==> src/rtl/seq_det_frame_ctrl.sv <==
// Frame sequencer for serial sequence detectors: accepts a word, clears the detector,
// streams the word MSB-first and counts detector pulses, then returns the count.
module seq_det_frame_ctrl #(
    parameter int WIDTH = 8,
    parameter int CNT_W = 4
) (
    input  logic             clk,
    input  logic             rst,
    input  logic             in_valid,
    input  logic [WIDTH-1:0] in_data,
    output logic             in_ready,
    output logic             ser_out,
    output logic             det_clr,
    input  logic             det_in,
    output logic             res_valid,
    output logic [CNT_W-1:0] res_count,
    output logic             res_hit,
    input  logic             res_ready,
    output logic             busy
);

    localparam int               IDX_W    = (WIDTH > 2) ? $clog2(WIDTH) : 1;
    localparam logic [IDX_W-1:0] IDX_LAST = IDX_W'(WIDTH - 1);
    localparam logic [CNT_W-1:0] CNT_MAX  = '1;

    typedef enum logic [2:0] {
        S_IDLE,
        S_CLR,
        S_SHIFT,
        S_DRAIN,
        S_DONE
    } state_t;

    state_t           state, state_nx;
    logic [WIDTH-1:0] sreg;
    logic [IDX_W-1:0] idx;
    logic [CNT_W-1:0] count;
    logic             sample;

    // NOTE: state-holding blocks use non-blocking assignments so every register
    // samples the pre-edge values regardless of block evaluation order.
    always_ff @(posedge clk or negedge rst) begin
        if (!rst) state <= S_IDLE;
        else      state <= state_nx;
    end

    // NOTE: every signal driven here gets a default first so no path infers a latch.
    always_comb begin
        state_nx  = state;
        in_ready  = 1'b0;
        det_clr   = 1'b0;
        ser_out   = 1'b0;
        res_valid = 1'b0;
        busy      = 1'b1;
        case (state)
            S_IDLE: begin
                in_ready = 1'b1;
                busy     = 1'b0;
                if (in_valid) state_nx = S_CLR;
            end
            S_CLR: begin
                det_clr  = 1'b1;
                state_nx = S_SHIFT;
            end
            S_SHIFT: begin
                ser_out = sreg[WIDTH-1];
                if (idx == IDX_LAST) state_nx = S_DRAIN;
            end
            S_DRAIN: state_nx = S_DONE;
            S_DONE: begin
                res_valid = 1'b1;
                if (res_ready) state_nx = S_IDLE;
            end
            default: state_nx = S_IDLE;
        endcase
    end

    // The detector answers one cycle after each bit, so the first SHIFT cycle
    // still shows the cleared detector and the DRAIN cycle shows the last bit.
    assign sample = ((state == S_SHIFT) && (idx != '0)) || (state == S_DRAIN);

    always_ff @(posedge clk or negedge rst) begin
        if (!rst) begin
            sreg  <= '0;
            idx   <= '0;
            count <= '0;
        end else begin
            if (state == S_IDLE && in_valid) begin
                sreg  <= in_data;
                idx   <= '0;
                count <= '0;
            end else if (state == S_SHIFT) begin
                sreg <= {sreg[WIDTH-2:0], 1'b0};
                idx  <= idx + 1'b1;
            end
            if (sample && det_in && count != CNT_MAX) count <= count + 1'b1;
        end
    end

    assign res_count = count;
    assign res_hit   = (count != '0);

endmodule

==> config.mk <==
export PLATFORM = sky130hd
export DESIGN_NAME = seq_det_frame_ctrl
export DESIGN_NICKNAME = d
export VERILOG_FILES = /design/src/rtl/seq_det_frame_ctrl.sv
export SDC_FILE = /design/constraint.sdc
export NUM_CORES = 1
export LEC_CHECK = 0
export CORE_AREA = 2 2 50 52
export DETAILED_ROUTE_END_ITERATION = 8
export DIE_AREA = 0 0 52 54
export GPL_TIMING_DRIVEN = 0
export HOLD_SLACK_MARGIN = 0.1
export PLACE_DENSITY = 0.72
export SLEW_MARGIN = 20
export SYNTH_ARGS = -nofsm -noshare
export SYNTH_HDL_FRONTEND = slang
export SYNTH_SLANG_ARGS = --single-unit
export TNS_END_PERCENT = 5
==> constraint.sdc <==
create_clock -name clk -period 2.2 [get_ports clk]
set_clock_uncertainty 0.15 [all_clocks]
set_input_delay 0.33 -clock clk [delete_from_list [all_inputs] [get_ports clk]]
set_output_delay 0.33 -clock clk [all_outputs]
set_load 0.005 [all_outputs]
==> results of run 1 <==
==> worst paths after layout <==
path	cells past startpoint	start	slack, ps	end
setup reg to reg	6	state[0]	80	res_count[3]
max in group asynchronous	1	rst	1050	state[1]
hold reg to reg	1	sreg[7]	340	sreg[7]
min in group clk	1	sreg[7]	340	sreg[7]
setup / recovery	5	state[0]	80	busy
hold / removal	1	rst	340	sreg[2]
==> layout by cell type (no fill, tap or decap), types with 3 or more instances in the layout <==
master	n
buf_6	4
buf_4	5
clkbuf_4	3
clkdlybuf4s50_1	18
dfrtp_1	18
a22o_1	11
nor2_1	4
ha_1	5
inv_1	7
a21o_1	8
dlymetal6s2s_1	3
==> layout make-up <==
type,instances,area [sq um],area share [%]
Inverter,7,26.3,1.92
Multi-Input combinational cell,56,503,36.8
Buffer,5,50.0,3.66
Timing Repair Buffer,27,264,19.3
Clock buffer,4,36.3,2.65
Sequential cell,18,450,32.9
Tap cell,30,37.5,2.74
==> registers in the layout, summed over array words and instances (netlist names) <==
| signal | flops |
|---|---|
| state | 3 |
| sreg | 8 |
| res_count | 4 |
| idx | 3 |
==> power by group <==
group          internal [uW]  switching, uW  total [uW]
Combinational            593            453        1050
Sequential               469           93.8         563
Clock                    101            112         213
Total                   1160            659        1820
==> worst reg2reg max path: cells and delay by family, from the launching register on <==
| kind | cells | cell delay, ps |
|---|---|---|
| AO/OA/AOI/OAI | 1 | 140 |
| buffers and inverters | 3 | 440 |
| flip-flops | 1 | 390 |
| AND/OR/NAND/NOR | 2 | 890 |
==> repair_timing <==
action,in CTS,in global routing
buffers inserted,5,0
hold buffers,0,0
endpoints found under the setup margin,1,12
pin swaps,1,1
resized for setup,9,7
==> logic make-up after synthesis <==
group | synth area share, %
adder cells (fa/ha/maj) | 6.36
multiplexers | 4.33
XOR/XNOR | 0.891
flip-flops | 45.8
buffers and inverters | 6.36
AO/OA/AOI/OAI | 19.6
AND/OR/NAND/NOR | 16.7
==> metrics by stage <==
step / cell area, sq um / worst slack (ps)
CTS: 1350 / 29.0
floorplan: 983 / 430
finish: 1370 / 77.0
detailed placement: 1240 / -48.3
global route: 1370 / 12.1
global placement: 1240 / -70.3
==> routing by layer <==
layer  part of all wire, %  routed length [um]  global-route usage, %  vias up
met4                   2.6                  51                   9.21        0
met5                     0                   0                      0        -
met1                    42                 817                   18.4      369
met3                   4.3                  83                   3.33        5
met2                    51                 987                   26.6       21
li1                      -                   -                      -      379
==> impl_metrics.ini, run 1 <==
[synthesis]
mean_area_per_synthesized_cell_sq_um = 11.4
netlist_top_cells_area = dfrtp_1 (46%), a22o_1 (9.8%), ha_1 (6.4%), a21o_1 (6.1%), inv_1 (2.7%)
synth_nets = 104
post-synth-top-area-fraction_pct = 45.8
syn-instance-count = 86
dominantRegCellSynth = dfrtp_1
async_reset_ff_share_pct = 100
synth.yosys.seq_area_share_pct = 45.8
synthesis_stage_register_bit_count = 18
synthMostInstantiatedCell = dfrtp_1
synth_common_cells = dfrtp_1 (18), a22o_1 (11), a21o_1 (8)
synth_warnings = 0
synth_enable_flop_cells = 0
syn-cell-area_sq_um = 983
synthDominantAreaCellType = dfrtp_1
ys_types = 29

[grt]
vias_in_the_first_global_route = 689
grt_antenna_before_repair = 0
final_global_route_overflow_total = 0
gr_util_all_layers_pct = 15.7
maximum_number_of_pins_on_one_net_before_global_route_repair = 19
first_pass_grt_wire_length_um = 3120

[timing]
setup_repair_after_global_routing_missed_its_margin = false
timing.final.crit_period_ps = 2120
fmax_mhz = 471
drv_slew = 0
fin_tns_setup_ps = 0
finalSetupViolations = 0
slew_headroom_pct = 44.3
hold_viol = 0
worst-slew-pin-transition_ps = 832
timing.hold.ws_ps = 339
timing.final.crit_share_pct = 96.5

[detailed_routing]
drt_drc_violations_left = 0
first_pass_iters = 4
dr.first_iter.drc_count = 7
totalWireLength_um = 1940
avgRoutedWirePerCell_um = 13.2
vias_per_cell = 5.27
antenna_violating_nets_remaining = 0
via_count = 774

[cts]
cts_buffer_depth = 2
insertion_delay_ps = 310
clockRootBuffer = clkbuf_4
clkSinkCount = 18
ctsHtreeMaxLevel = 1
clk_pin_slew_ps = 110
cts_tree = yes
cts_inserted_buffers = 3

[layout]
fillers = 204
layout-drive-gt1-share_pct = 21.4
antenna_cells_inserted = 0
design.final.nets = 136
layout-area-overhead-vs-synth_pct = 39.1
instances_no_fill = 147
finalCoreUtilization_pct = 59.0

[pwr]
totalPowerFinal_uw = 1820
power-per-cell-area_nw_per_um2 = 1330
cellLeakagePower_uw = 0.000712
vdd_ir_drop_max_v = 0.000804

[die]
num_io_pins = 23
fp_rows = 18
coreArea_sq_um = 2320
starting_density_pct = 42.4
die_area_sq_um = 2810
width_of_the_die_um = 52
die_height_um = 54

[worst_setup_path]
critical_path.max_stage_delay_ps = 440
timing.critical_path.slowest_stage_cell = clkdlybuf4s50_1
crit_path_start_kind = flop
critical_path_required_ps = 1720
cp_num_buf_inv = 4
cp_cell_sequence = buf_6 -> buf_4 -> nor3_4 -> inv_1 -> clkdlybuf4s50_1
setup.worst_path.class = reg2out
path_max_fanout = 5
cpLargestDelayFamily = buffers and inverters
worstSetupEndpointType = primary output
critPathArrivalTime_ps = 1640

[place]
detailedPlacementHpwl_um = 1250
place.detailed.instances = 138
finalWeightedCongestion = 0.689
portBuffers = 22

[outcome]
status = finished, final reports clean

[min_path]
hold_path.class = in2async

[job]
maxCapViolations = 0
No activity file was read; power rests on OpenSTA's default activity.
==> run 2, diff against run 1 <==
Settings changed: SKIP_CTS_REPAIR_TIMING set to 1.
==> impl_metrics.ini, run 2 (synthesized netlist as in run 1, its figures left out) <==
[outcome]
status = finished, final reports clean

[timing]
hold_viol = 0
drv_slew = 0
timing.hold.ws_ps = 333
setup_repair_after_global_routing_missed_its_margin = false
fmax_mhz = 480
finalSetupViolations = 0
timing.final.crit_period_ps = 2090
worst-slew-pin-transition_ps = 807
timing.final.crit_share_pct = 94.8
slew_headroom_pct = 46.0

[grt]
final_global_route_overflow_total = 0
maximum_number_of_pins_on_one_net_before_global_route_repair = 19
grt_util_met1_pct = 16.1
vias_in_the_first_global_route = 676
global_route.usage.met2_pct = 25.9
global_route.usage.met3_pct = 3.33
first_pass_grt_wire_length_um = 2940
grt_antenna_before_repair = 0
globalRoute.busiestLayer = met2
gr_util_all_layers_pct = 14.8

[place]
detailedPlacementHpwl_um = 1250
portBuffers = 22
finalWeightedCongestion = 0.689
place.detailed.instances = 138

[worst_setup_path]
worstSetupEndpointType = primary output
cp_num_buf_inv = 2
cpLargestDelayFamily = buffers and inverters
crit_path_start_kind = flop
timing.critical_path.slowest_stage_cell = clkdlybuf4s50_1
critical_path_required_ps = 1720
cp_cell_sequence = buf_6 -> nor3_1 -> clkdlybuf4s50_1
path_max_fanout = 9
setup.worst_path.class = reg2out
critPathArrivalTime_ps = 1610
critical_path.max_stage_delay_ps = 550

[die]
starting_density_pct = 42.4
die_area_sq_um = 2810
fp_rows = 18
num_io_pins = 23
die_height_um = 54
coreArea_sq_um = 2320
width_of_the_die_um = 52

[pwr]
totalPowerFinal_uw = 1720
cellLeakagePower_uw = 0.000668
power-per-cell-area_nw_per_um2 = 1310
vdd_ir_drop_max_v = 0.000785

[layout]
layout-area-overhead-vs-synth_pct = 34.1
top_register = sreg
design.final.nets = 132
antenna_cells_inserted = 0
layout.cells.most_common_list = clkdlybuf4s50_1 (20), dfrtp_1 (18), a22o_1 (11)
layout-drive-gt1-share_pct = 15.9
largest_register_ffs = 8
layout_commonest_cell = clkdlybuf4s50_1
fillers = 211
instances_no_fill = 143

[detailed_routing]
drt_drc_violations_left = 0
avgRoutedWirePerCell_um = 12.3
first_pass_iters = 4
antenna_violating_nets_remaining = 0
vias_per_cell = 5.22
dr.first_iter.drc_count = 5
totalWireLength_um = 1750
via_count = 747

[job]
maxCapViolations = 0

[cts]
clockRootBuffer = clkbuf_4
clk_pin_slew_ps = 110
cts_buffer_depth = 2
clkSinkCount = 18
cts_tree = yes
cts_inserted_buffers = 3
ctsHtreeMaxLevel = 1
insertion_delay_ps = 300

[min_path]
hold_path.class = in2async
[run 2: changes by cell type in the layout (fill, tap and decap cells not counted), sizes merged]
| cell | before | now |
|---|---|---|
| dlygate4sd2 | 1 | 0 |
| buf | 9 | 5 |
| clkdlybuf4s50 | 18 | 20 |
| dlymetal6s2s | 3 | 2 |
[run 2: through the flow]
| stage | utilization (%) | TNS [ps] | setup slack [ps] | area [sq um] |
|---|---|---|---|---|
| 2_1_floorplan | - | 0 | 430 | 983 |
| 3_3_place_gp | 53.5 | -206 | -70.3 | 1240 |
| 3_5_place_dp | 53.5 | -440 | -48.3 | 1240 |
| 4_1_cts | 55.1 | -400 | -400 | 1280 |
| 5_1_grt | 56.9 | 0 | 40.1 | 1320 |
| 6_report | 56.9 | 0 | 115 | 1320 |
[run 2: layout make-up]
cell class	count	area (sq um)	area share, %
multi-input combinational	56	487	36.9
sequential	18	450	34.2
timing repair buffer	23	233	17.6
buffer	5	48.8	3.70
tap	30	37.5	2.85
clock buffer	4	36.3	2.75
inverter	7	26.3	1.99
[run 2: worst paths after layout]
| path | start | end | slack, ps | cells past startpoint |
|---|---|---|---|---|
| worst max-delay path | state[0] | in_ready | 110 | 3 |
| worst max register to register | idx[0] | res_count[3] | 240 | 5 |
| worst min register to register | sreg[7] | sreg[7] | 340 | 1 |
| min in group clk | sreg[7] | sreg[7] | 340 | 1 |
| worst min-delay path | rst | sreg[2] | 330 | 1 |
| max in group asynchronous | rst | state[1] | 1070 | 1 |
[run 2: where the power goes]
part	internal (uW)	switching [uW]	leakage, uW
Sequential	469	94.3	0.000231
Clock	101	107	0.0000210
Combinational	542	411	0.000415
[run 2: per-layer routing]
| layer | wire [um] | vias up |
|---|---|---|
| li1 | - | 371 |
| met1 | 772 | 355 |
| met2 | 859 | 16 |
| met3 | 76 | 5 |
| met4 | 46 | 0 |
| met5 | 0 | - |
[run 2: worst reg2reg max path, cell delays in order, from the launching register on]
cell and delay [ps]:
dfrtp_1 410, inv_1 70, ha_1 120, nor3b_1 550, a2111oi_0 150, or3_1 380
